<file path="src/rtl/dvp_pattern_tx_if.sv">
// DVP camera pixel bus: pixel clock, frame sync, line valid and one data byte.
interface dvp_pattern_tx_if;
    logic       pclk_o;
    logic       vsync_o;
    logic       href_o;
    logic [7:0] data_o;

    modport master (output pclk_o, output vsync_o, output href_o, output data_o);
    modport slave  (input  pclk_o, input  vsync_o, input  href_o, input  data_o);
endinterface

</file>
<file path="src/rtl/dvp_pattern_tx.sv">
// DVP sensor emulator: streams RGB565 test-pattern frames, high byte first, with PCLK = clk/2.
module dvp_pattern_tx #(
    parameter int unsigned H_ACTIVE  = 640,
    parameter int unsigned H_BLANK   = 144,
    parameter int unsigned V_ACTIVE  = 480,
    parameter int unsigned VS_LINES  = 3,
    parameter int unsigned VBP_LINES = 17,
    parameter int unsigned VFP_LINES = 10
) (
    input  logic                    clk,
    input  logic                    rst,
    input  logic                    en,
    input  logic [1:0]              mode,
    input  logic [15:0]             solid,
    dvp_pattern_tx_if.master        dvp,
    output logic                    busy,
    output logic                    frame_done,
    output logic [15:0]             frame_cnt
);

    localparam int unsigned LineBytes = 2 * H_ACTIVE + H_BLANK;
    localparam int unsigned ActBytes  = 2 * H_ACTIVE;
    localparam int unsigned BarPix    = H_ACTIVE / 8;
    localparam int unsigned MaxA      = (VS_LINES > VBP_LINES) ? VS_LINES : VBP_LINES;
    localparam int unsigned MaxB      = (V_ACTIVE > VFP_LINES) ? V_ACTIVE : VFP_LINES;
    localparam int unsigned MaxLines  = (MaxA > MaxB) ? MaxA : MaxB;
    localparam int unsigned ColW      = $clog2(LineBytes);
    localparam int unsigned LineW     = $clog2(MaxLines + 1);

    typedef enum logic [2:0] {StIdle, StVsync, StVbp, StActive, StVfp} state_e;

    state_e            state_q, state_d;
    logic              pclk_q;
    logic [ColW-1:0]   col_q, col_d;
    logic [LineW-1:0]  line_q, line_d, last_line;
    logic [2:0]        bar_q, bar_d;
    logic [ColW-1:0]   bar_pix_q, bar_pix_d;
    logic [1:0]        mode_q, mode_d;
    logic [15:0]       solid_q, solid_d;
    logic [15:0]       frame_cnt_q, frame_cnt_d;
    logic              done_q, done_d;
    logic              drive, line_end, phase_end, start_frame, in_href;
    logic [15:0]       x16, pix;

    // Everything but pclk advances only on the clk edge where PCLK falls.
    assign drive   = pclk_q;
    assign in_href = (state_q == StActive) && (col_q < ColW'(ActBytes));

    always_ff @(posedge clk) begin
        if (rst) begin
            pclk_q      <= 1'b0;
            state_q     <= StIdle;
            col_q       <= '0;
            line_q      <= '0;
            bar_q       <= '0;
            bar_pix_q   <= '0;
            mode_q      <= '0;
            solid_q     <= '0;
            frame_cnt_q <= '0;
            done_q      <= 1'b0;
        end else begin
            pclk_q      <= ~pclk_q;
            state_q     <= state_d;
            col_q       <= col_d;
            line_q      <= line_d;
            bar_q       <= bar_d;
            bar_pix_q   <= bar_pix_d;
            mode_q      <= mode_d;
            solid_q     <= solid_d;
            frame_cnt_q <= frame_cnt_d;
            done_q      <= done_d;
        end
    end

    always_comb begin
        last_line = LineW'(VFP_LINES - 1);
        case (state_q)
            StVsync:  last_line = LineW'(VS_LINES - 1);
            StVbp:    last_line = LineW'(VBP_LINES - 1);
            StActive: last_line = LineW'(V_ACTIVE - 1);
            default:  last_line = LineW'(VFP_LINES - 1);
        endcase
    end

    assign line_end  = (col_q == ColW'(LineBytes - 1));
    assign phase_end = line_end && (line_q == last_line);

    always_comb begin
        state_d     = state_q;
        col_d       = col_q;
        line_d      = line_q;
        bar_d       = bar_q;
        bar_pix_d   = bar_pix_q;
        mode_d      = mode_q;
        solid_d     = solid_q;
        frame_cnt_d = frame_cnt_q;
        done_d      = 1'b0;
        start_frame = 1'b0;

        if (drive) begin
            if (state_q == StIdle) begin
                start_frame = en;
            end else begin
                col_d = line_end ? '0 : col_q + ColW'(1);
                // Bar position steps after the low byte of each pixel.
                if (in_href && col_q[0]) begin
                    if (bar_pix_q == ColW'(BarPix - 1)) begin
                        bar_pix_d = '0;
                        bar_d     = bar_q + 3'd1;
                    end else begin
                        bar_pix_d = bar_pix_q + ColW'(1);
                    end
                end
                if (line_end) begin
                    bar_d     = '0;
                    bar_pix_d = '0;
                    line_d    = line_q + LineW'(1);
                    if (phase_end) begin
                        line_d = '0;
                        case (state_q)
                            StVsync:  state_d = StVbp;
                            StVbp:    state_d = StActive;
                            StActive: state_d = StVfp;
                            StVfp: begin
                                done_d      = 1'b1;
                                frame_cnt_d = frame_cnt_q + 16'd1;
                                start_frame = en;
                                state_d     = StIdle;
                            end
                            default:  state_d = StIdle;
                        endcase
                    end
                end
            end
            if (start_frame) begin
                state_d   = StVsync;
                col_d     = '0;
                line_d    = '0;
                bar_d     = '0;
                bar_pix_d = '0;
                mode_d    = mode;
                solid_d   = solid;
            end
        end
    end

    assign x16 = 16'(col_q >> 1);

    always_comb begin
        pix = 16'h0000;
        case (mode_q)
            2'd0: begin
                case (bar_q)
                    3'd0:    pix = 16'hFFFF;
                    3'd1:    pix = 16'hFFE0;
                    3'd2:    pix = 16'h07FF;
                    3'd3:    pix = 16'h07E0;
                    3'd4:    pix = 16'hF81F;
                    3'd5:    pix = 16'hF800;
                    3'd6:    pix = 16'h001F;
                    default: pix = 16'h0000;
                endcase
            end
            2'd1:    pix = x16;
            2'd2:    pix = {16{(|((x16 ^ 16'(line_q)) & 16'h0008)) ^ frame_cnt_q[0]}};
            default: pix = solid_q;
        endcase
    end

    assign dvp.pclk_o  = pclk_q;
    assign dvp.vsync_o = (state_q == StVsync);
    assign dvp.href_o  = in_href;
    assign dvp.data_o  = in_href ? (col_q[0] ? pix[7:0] : pix[15:8]) : 8'h00;
    assign busy        = (state_q != StIdle);
    assign frame_done  = done_q;
    assign frame_cnt   = frame_cnt_q;

endmodule

</file>
<file path="src/flat_wrapper.sv">
// flat-port wrapper written by rule: the top's interface ports become plain ports
module dvp_pattern_tx_flat 
#(
    parameter int unsigned H_ACTIVE  = 640,
    parameter int unsigned H_BLANK   = 144,
    parameter int unsigned V_ACTIVE  = 480,
    parameter int unsigned VS_LINES  = 3,
    parameter int unsigned VBP_LINES = 17,
    parameter int unsigned VFP_LINES = 10
)
  (clk, rst, en, mode, solid, busy, frame_done, frame_cnt, dvp_pclk_o, dvp_vsync_o, dvp_href_o, dvp_data_o);
  dvp_pattern_tx_if dvp_i ();
  input  logic clk;
  input  logic rst;
  input  logic en;
  input  logic [1:0] mode;
  input  logic [15:0] solid;
  output logic busy;
  output logic frame_done;
  output logic [15:0] frame_cnt;
  output wire logic [$bits(dvp_i.pclk_o)-1:0] dvp_pclk_o;
  output wire logic [$bits(dvp_i.vsync_o)-1:0] dvp_vsync_o;
  output wire logic [$bits(dvp_i.href_o)-1:0] dvp_href_o;
  output wire logic [$bits(dvp_i.data_o)-1:0] dvp_data_o;
  assign dvp_pclk_o = dvp_i.pclk_o;
  assign dvp_vsync_o = dvp_i.vsync_o;
  assign dvp_href_o = dvp_i.href_o;
  assign dvp_data_o = dvp_i.data_o;
  dvp_pattern_tx #(.H_ACTIVE(H_ACTIVE), .H_BLANK(H_BLANK), .V_ACTIVE(V_ACTIVE), .VS_LINES(VS_LINES), .VBP_LINES(VBP_LINES), .VFP_LINES(VFP_LINES)) u_core (.clk(clk), .rst(rst), .en(en), .mode(mode), .solid(solid), .dvp(dvp_i), .busy(busy), .frame_done(frame_done), .frame_cnt(frame_cnt));
endmodule
</file>
<file path="config.mk">
export PLATFORM = sky130hd
export DESIGN_NAME = dvp_pattern_tx_flat
export DESIGN_NICKNAME = d
export VERILOG_FILES = /design/src/rtl/dvp_pattern_tx_if.sv /design/src/rtl/dvp_pattern_tx.sv /design/src/flat_wrapper.sv
export SDC_FILE = /design/constraint.sdc
export NUM_CORES = 1
export LEC_CHECK = 0
export ABC_AREA = 1
export BUFFER_PORTS_ARGS = -buffer_cell sky130_fd_sc_hd__buf_2
export CAP_MARGIN = 25
export CORE_UTILIZATION = 58
export CTS_CLUSTER_DIAMETER = 150
export DETAILED_ROUTE_END_ITERATION = 8
export PLACE_DENSITY = 0.86
export SLEW_MARGIN = 10
export SYNTH_ARGS = -nofsm -noshare
export SYNTH_HDL_FRONTEND = slang
export SYNTH_SLANG_ARGS = --single-unit
</file>
<file path="constraint.sdc">
create_clock -name clk -period 6.3 [get_ports clk]
set_clock_uncertainty 0.1 [all_clocks]
set_input_delay 1.89 -clock clk [delete_from_list [all_inputs] [get_ports clk]]
set_output_delay 1.89 -clock clk [all_outputs]
set_load 0.01 [all_outputs]
</file>
== Yosys cells after proc, flatten, opt, wreduce, memory -nomap -nowiden ==
Cells that the tools add are included.
Storage, ports and cells
  logic and storage cells: 90
  bits of input ports: 21
  bits in registers: 73
  output and inout port bits: 29
Operators by class
  eq/ne operators: 16
  $lt $le $gt $ge: 1
  mux-type cells: 33
  reduce and logical (&&, ||, !) cells: 19
  $add $sub $neg: 5
  bitwise operators: 6
Operators with widths (count)
  one-hot mux 16 bit (7 select lines): 1
  two-way mux 11 bit: 8
  one-hot mux 16 bit (3 select lines): 1
  two-way mux 9 bit: 4
  two-way mux 3 bit: 9
  one-hot mux 9 bit (3 select lines): 1
  adder 11 x 1 -> 11 bit (second input constant): 2
  adder 16 x 1 -> 16 bit (second input constant): 1
  two-way mux 8 bit: 2
  equality test 3 x 2 -> 1 bit (second input constant): 4
  equality test 3 bit (second input constant): 4
  equality test 11 bit (second input constant): 1
  equality test 11 x 7 -> 1 bit (second input constant): 1
  < comparator 11 bit (second input constant): 1
  adder 9 x 1 -> 9 bit (second input constant): 1
  equality test 9 bit: 1
  one-hot mux 3 bit (3 select lines): 1
  nonzero test 3 bit: 3
  AND reduction 4 bit: 2
  equality test 3 x 1 -> 1 bit (second input constant): 2
  zero test 3 bit: 2
  two-way mux 1 bit: 6
  AND reduction 3 bit: 2
  AND reduction 5 bit: 1
  12 further kinds: 19

== Longest topological paths before layout ==
Gate-level depths: netlist of the first run.
  word-level depth: 10
  mapped depth: 14

== Worst setup path before layout of the first run ==
Ideal clock, no wire load.
  path type: register to output
  start point: reg u_core.bar_q[0]
  end point: out dvp_data_o[1]
  slack: 2772 ps
  stages on the path, launching flop included: 11
  arrival: 1538 ps
  buffers on the path: 0
  path through: dfxtp_1 > inv_1 > ha_1 > nor2_1 > nand3_1 > nand3_1 > nor2_1 > nor2_1 > o21ai_0 > o211ai_1 > o21ai_0
Between the ends
  longest elaborated chain between the ends: 5
  elaborated cells between the ends (all ways): 11
  those cells by class: eq/ne: 6; mux: 4; reduce/logical: 1
Ends and longest elaborated chain
  start, declared: line dvp_pattern_tx.sv:36  | logic [2:0] bar_q, bar_d;
  start signal, assigned: line dvp_pattern_tx.sv:66  | bar_q <= bar_d;
  equality test 3 bit (tied with other cells): line dvp_pattern_tx.sv:153  | case (bar_q)
  one-hot mux 16 bit (7 select lines) *: line dvp_pattern_tx.sv:153
  one-hot mux 16 bit (3 select lines) *: line dvp_pattern_tx.sv:151  | case (mode_q)
  two-way mux 8 bit * (2 in a row): line dvp_pattern_tx.sv:173  | assign dvp.data_o = in_href ? (col_q[0] ? pix[7:0] : pix[15:8]) : 8'h00;
  end, declared: line flat_wrapper.sv:24  | output wire logic [$bits(dvp_i.data_o)-1:0] dvp_data_o;
Mark *: on every way between the ends. The rest lies on a longest branch, timed or not.

== Final worst setup path of the first run ==
  start point: reg u_core.bar_q[0]
  end point: out dvp_data_o[3]
The elaborated chain is that of the path after synthesis.

==> run summary, run 1 <==
status -> finished clean
largest net degree at the start of global routing -> 35
Cell Area, Synth -> 4290 um2
Setup-failing EPs final -> 0
Hold WC Path Type -> reg2reg
RSZ-0062 raised after global routing -> no
Max Cap Violations -> 0
Placement Setup Slack -> 2.41 ns
Cell Rows -> 30
hold path depth -> 2
Die W -> 88.0 um
CTS Hold Bufs -> 0
origin of the critical flop-to-flop path -> u_core.state_q[0]$_SDFFE_PP0P_
max incr delay on CP -> 0.40 ns
Mapped Cells -> 639
Initial DRC Count -> 282
Routed Antenna Nets -> 0
DRC Markers -> 0
actual slew at the worst max-slew pin -> 0.924 ns
H-tree Lvls -> 3
Synth area leaders -> dfxtp_1 (34%), nand2_1 (12%), nor2_1 (7.0%)
setup bufs post-CTS -> 0
Tcrit/Tclk final -> 0.694
# fillers -> 607
initial antenna violation count -> 0
most frequent cell after synthesis -> nand2_1
die area -> 7740 um2
I/O pins -> 50
TritonCTS clock tree -> done
crit path time final -> 4.37 ns
Critical-path top delay cell -> dfxtp_1
effective utilization at floorplan -> 0.614
R2R setup slack -> 3.86 ns
CP Launch Type -> register
Distinct cells, synth -> 36
gr usage total -> 0.280
Post-Layout Inst Area -> 4770 um2
Die Ht -> 88.0 um
Syn Area/Cell -> 6.71 um2
clk_lat worst skew -> 0.37 ns
core area -> 6980 um2
most frequent CP cell -> nor2_1
Worst Hold End -> u_core.solid_q[8]$_SDFFE_PP0P_
critical path peak fanout -> 5
Mapped Nets -> 669
Setup TNS Final -> 0 ns
FMAX -> 0.229 GHz
DR vias/cell -> 5.45
asr flop ratio synth -> 0
Commonest cells post-synth -> nand2_1 (136), nor2_1 (80), inv_1 (78)
CP Capture Type -> primary output
total grt overflow -> 0
Synth top area share -> 0.341
worst flop-to-flop path endpoint -> u_core.solid_q[7]$_SDFFE_PP0P_
first-pass GRT wire length -> 16.8 mm
drt first pass iters -> 5
final WL -> 10.3 mm
share of cells above drive strength 1 -> 0.165
R2R cell count -> 8
WL/cell -> 13.1 um
number of flops mapped to enable cells by yosys -> 0
worst path cell trace -> inv_1, ha_1, nor2_1, nand3_1, nand3_1, nor2_1, nor2_1, o21ai_0, o21ai_0, nand2_1, nand2_1, inv_1, buf_2
P_leak -> 0.00192 uW
CTS max path bufs -> 2
clock sink count -> 73
clock slew at reported path FFs -> 0.08 ns
DP Area -> 4560 um2
Design Power -> 997 uW
Final Util -> 0.683
critical path type -> reg2out
Ys Warns -> 0
Seq/Total Area, Yosys -> 0.341
largest area contributor in the netlist -> dfxtp_1
final number of hold-violating endpoints -> 0
TritonCTS buffer count -> 9
arrival time at the worst endpoint -> 2.38 ns
synth-to-layout area growth -> 11.2%
synthesized flop and latch total -> 73
gpl congestion -> 0.889
Setup WS post-layout -> 1.93 ns
vias in the first global route -> 3745
Vias -> 4259
max-slew violation count -> 0
dpl hpwl -> 7.48 mm
Synth Flop Type -> dfxtp_1
n_diodes -> 0
CP Data Required Time -> 4.31 ns
clk root buf -> clkbuf_8
hold path startpoint -> u_core.solid_q[8]$_SDFFE_PP0P_
PwrDens -> 209 nW/um2
Max-slew headroom -> 0.382
worst vdd ir -> 0.000136 V
IO buf count -> 49
CTS resizes -> 0
fin nets -> 711
==> layer usage <==
metal,global-route usage,up-vias,part of all wire
li1,-,2151,-
met1,0.346,1939,0.44
met2,0.462,144,0.47
met3,0.0754,25,0.063
met4,0.113,0,0.024
met5,0,-,0
==> worst max-delay path: cells and delay by family (launching register included) <==
family	cells	cell delay (ns)
AND/OR/NAND/NOR	7	0.85
AO/OA/AOI/OAI	2	0.31
adder cells (fa/ha/maj)	1	0.20
flip-flops	1	0.40
buffers and inverters	3	0.27
==> worst max path at each step <==
| stage | startpoint | endpoint | slack (ns) |
|---|---|---|---|
| 2_1_floorplan | u_core.bar_q[0]$_SDFFE_PP0P_ | dvp_data_o[1] | 2.77 |
| 3_3_place_gp | u_core.bar_q[0]$_SDFFE_PP0P_ | dvp_data_o[3] | 2.47 |
| 3_5_place_dp | u_core.bar_q[0]$_SDFFE_PP0P_ | dvp_data_o[3] | 2.41 |
| 4_1_cts | u_core.bar_q[0]$_SDFFE_PP0P_ | dvp_data_o[3] | 2.01 |
| 5_1_grt | u_core.bar_q[1]$_SDFFE_PP0P_ | dvp_data_o[2] | 1.76 |
| 6_report | u_core.bar_q[0]$_SDFFE_PP0P_ | dvp_data_o[3] | 1.93 |
==> area by class of cell <==
class                   instances  area (um2)  area share
inverters                      84         318      0.0667
clock buffers                  12         155      0.0325
clock inverters                 4        51.3      0.0108
well taps                      96         120      0.0252
flip-flops and latches         73        1460       0.307
multi-input cells             464        2420       0.507
repair buffers                 49         245      0.0514
==> registers in the layout (all words and copies together), names as in the netlist <==
signal / flops
u_core.solid_q: 16
u_core.frame_cnt: 16
u_core.line_q: 9
u_core.bar_pix_q: 11
u_core.mode_q: 2
u_core.frame_done: 1
u_core.bar_q: 3
u_core.col_q: 11
u_core.state_q: 3
u_core.dvp.pclk_o: 1
==> kinds of logic after synthesis <==
logic type / share of synthesized area
adders and majority gates: 0.0263
and+or+nand+nor: 0.356
AOI/OAI and AO/OA: 0.136
DFF: 0.341
buffers and inverters: 0.0957
xor gates and xnor gates: 0.0449
==> layout by cell type (no fill, tap or decap), types with 20 or more instances in the layout <==
cell type  count
o21ai_0       33
nand4_1       20
a21oi_1       47
buf_2         49
inv_1         78
nand2_1      136
nor2_1        80
dfxtp_1       73
nand3_1       36
nor3_1        28
==> power breakdown <==
| group | switching [uW] | total (uW) | leakage [uW] | internal, uW |
|---|---|---|---|---|
| Sequential | 14.0 | 487 | 0.000591 | 473 |
| Clock | 184 | 389 | 0.000103 | 205 |
| Combinational | 83.3 | 122 | 0.00123 | 38.5 |
==> metrics by stage <==
step / cells / hold WS [ns]
3_3_place_gp: 766 / 0.357
5_1_grt: 782 / 0.384
3_5_place_dp: 766 / 0.360
6_report: 782 / 0.370
2_1_floorplan: 639 / 0.345
4_1_cts: 782 / 0.371
No activity file was read; power rests on OpenSTA's default activity.
==> run 2: changes to the inputs <==
--- a/config.mk
+++ b/config.mk
@@ -5,13 +5,13 @@
 export SDC_FILE = /design/constraint.sdc
 export NUM_CORES = 1
 export LEC_CHECK = 0
-export ABC_AREA = 1
+export ABC_AREA = 0
 export BUFFER_PORTS_ARGS = -buffer_cell sky130_fd_sc_hd__buf_2
 export CAP_MARGIN = 25
-export CORE_UTILIZATION = 58
+export CORE_UTILIZATION = 52
 export CTS_CLUSTER_DIAMETER = 150
 export DETAILED_ROUTE_END_ITERATION = 8
-export PLACE_DENSITY = 0.86
+export PLACE_DENSITY = 0.83
 export SLEW_MARGIN = 10
 export SYNTH_ARGS = -nofsm -noshare
 export SYNTH_HDL_FRONTEND = slang
==> constraint.sdc (replaced) <==
create_clock -name clk -period 4 [get_ports clk]
set_clock_uncertainty 0.1 [all_clocks]
set_input_delay 1.2 -clock clk [delete_from_list [all_inputs] [get_ports clk]]
set_output_delay 1.2 -clock clk [all_outputs]
set_load 0.01 [all_outputs]
==> run 2 against run 1 <==
Against the previous run:
- wire length fell by 18%
- area after synthesis is 11% lower
- final cell count is 24% lower
- critical path depth fell by 4
- setup slack lost 1.8 ns
- synthesized cell count down 29%
- clock-buffer cell count is 3 lower
- via count is 20% lower
- final area decreased by 9.0%
- critical endpoint is now dvp_data_o[0]
- largest power group unchanged
- highest routed layer unchanged
==> run summary, run 2 <==
Commonest cells post-synth -> nor2_1 (77), dfxtp_1 (73), nand2_1 (29)
FMAX -> 0.260 GHz
clk root buf -> clkbuf_8
Crit path depth -> 9
Cell Area, Synth -> 3810 um2
Critical-path top delay cell -> a2111oi_1
DP Area -> 4110 um2
Seq/Total Area, Yosys -> 0.383
CP bufs+invs -> 1
initial antenna violation count -> 0
WL/cell -> 14.2 um
first-pass GRT wire length -> 13.8 mm
number of flops mapped to enable cells by yosys -> 0
DRC Markers -> 0
share of cells above drive strength 1 -> 0.156
fin nets -> 525
critical path type -> reg2out
CP Capture Type -> primary output
max incr delay on CP -> 0.38 ns
Die W -> 87.6 um
IO buf count -> 49
Mapped Nets -> 483
# fillers -> 589
R2R cell count -> 7
largest area contributor in the netlist -> dfxtp_1
multi-input gate area in the final layout -> 2210 um2
critical path peak fanout -> 4
Setup-failing EPs final -> 0
final number of hold-violating endpoints -> 0
final hold slack -> 0.395 ns
gpl congestion -> 0.906
Initial DRC Count -> 258
worst vdd ir -> 0.000256 V
commonest non-fill, non-tap cell in the layout -> nor2_1
Vias -> 3413
Cell Rows -> 30
synthesized flop and latch total -> 73
Hold WC Path Type -> reg2reg
Ys Warns -> 0
Routed Antenna Nets -> 0
core area -> 6940 um2
max-slew violation count -> 0
most frequent cell after synthesis -> nor2_1
final WL -> 8.46 mm
Synth top area share -> 0.383
Setup TNS Final -> 0 ns
n_diodes -> 0
actual slew at the worst max-slew pin -> 0.671 ns
vias in the first global route -> 3065
clk_lat worst skew -> 0.35 ns
clock slew at reported path FFs -> 0.08 ns
total grt overflow -> 0
drt first pass iters -> 5
Tcrit/Tclk final -> 0.960
I/O pins -> 50
Max-slew headroom -> 0.551
Mapped Cells -> 453
clock sink count -> 73
cell family with most CP delay -> compound AO/OA/AOI/OAI gates
synth-to-layout area growth -> 13.8%
CTS max path bufs -> 2
PwrDens -> 352 nW/um2
CTS resizes -> 0
Synth area leaders -> dfxtp_1 (38%), nor2_1 (7.6%), xnor2_1 (6.4%)
most frequent CP cell -> ha_1
hold path depth -> 2
TritonCTS clock tree -> done
TritonCTS buffer count -> 9
RSZ-0062 raised after global routing -> no
CP Launch Type -> register
Die Ht -> 87.6 um
status -> finished clean
die area -> 7680 um2
largest net degree at the start of global routing -> 27
Post-Layout Inst Area -> 4340 um2
CTS Hold Bufs -> 0
H-tree Lvls -> 3
CP Data Required Time -> 2.70 ns
P_leak -> 0.00176 uW
setup bufs post-CTS -> 0
arrival time at the worst endpoint -> 2.54 ns
Synth Flop Type -> dfxtp_1
Syn Area/Cell -> 8.42 um2
worst path cell trace -> ha_1, ha_1, a2111oi_1, o2bb2ai_1, a22oi_2, a21oi_1, a311oi_1, a211oi_1, buf_2
Register Area -> 1460 um2
crit path time final -> 3.84 ns
effective utilization at floorplan -> 0.549
leading cell types in the layout, fill and taps excluded -> nor2_1 (77), dfxtp_1 (73), buf_2 (49), nand2_1 (29), xnor2_1 (28)
asr flop ratio synth -> 0
Distinct cells, synth -> 57
Max Cap Violations -> 0
gr usage total -> 0.229
dpl hpwl -> 5.95 mm
DR vias/cell -> 5.73
==> run 2: cell count changes in the layout (fill, tap and decap cells not counted), sizes merged, moves of 14 or more <==
cell,before,now
nand2,153,29
inv,84,16
a21oi,59,27
nor3,29,5
nand3,41,19
mux2i,0,21
xnor2,7,28
o21ai,35,20
nor4,1,15
==> run 2: stage by stage <==
stage	util	setup slack, ns	instances	total power [uW]
floorplan	-	0.832	453	864
global placement	0.592	0.579	580	894
detailed placement	0.592	0.446	580	898
CTS	0.624	0.0386	596	1530
global route	0.625	0.0401	596	1580
finish	0.625	0.159	596	1530
==> run 2: power breakdown <==
part,internal (uW),switching (uW),total [uW]
sequential,740,20.6,760
clock,351,291,642
combinational,48.4,75.2,124
==> run 2: final cells by class <==
| type | instances | area share |
|---|---|---|
| repair buffers | 52 | 0.0617 |
| inverters | 16 | 0.0138 |
| flip-flops and latches | 73 | 0.337 |
| clock buffers | 9 | 0.0286 |
| well taps | 96 | 0.0277 |
| clock inverters | 7 | 0.0219 |
| multi-input cells | 343 | 0.509 |
==> run 2: path summary, 6_finish.rpt <==
check | end | slack (ns) | start
setup / recovery | dvp_data_o[0] | 0.16 | u_core.bar_q[0]$_SDFFE_PP0P_
hold / removal | u_core.bar_q[2]$_SDFFE_PP0P_ | 0.39 | u_core.bar_q[2]$_SDFFE_PP0P_
setup reg to reg | u_core.line_q[7]$_SDFFE_PP0P_ | 0.85 | u_core.col_q[0]$_SDFFE_PP0P_
hold reg to reg | u_core.bar_q[2]$_SDFFE_PP0P_ | 0.39 | u_core.bar_q[2]$_SDFFE_PP0P_
==> run 2: routing by layer <==
layer | vias to the layer above | part of all wire | global-route usage
met5 | - | 0 | 0
met4 | 0 | 0.018 | 0.0790
met3 | 14 | 0.040 | 0.0462
met2 | 89 | 0.47 | 0.376
met1 | 1624 | 0.47 | 0.301
li1 | 1686 | - | -
==> run 2: cells by family after synthesis <==
kind of cell	count (synthesis)	share of synthesized area
AOI/OAI and AO/OA	76	0.130
xor gates and xnor gates	41	0.0978
adders and majority gates	9	0.0295
buffers and inverters	37	0.0397
DFF	73	0.383
muxes	21	0.0551
and+or+nand+nor	196	0.265
==> run 2: worst min-delay path, stage by stage (launching register included) <==
cell     delay (ns)
dfxtp_1        0.33
nand2_1        0.06
a21oi_1        0.06
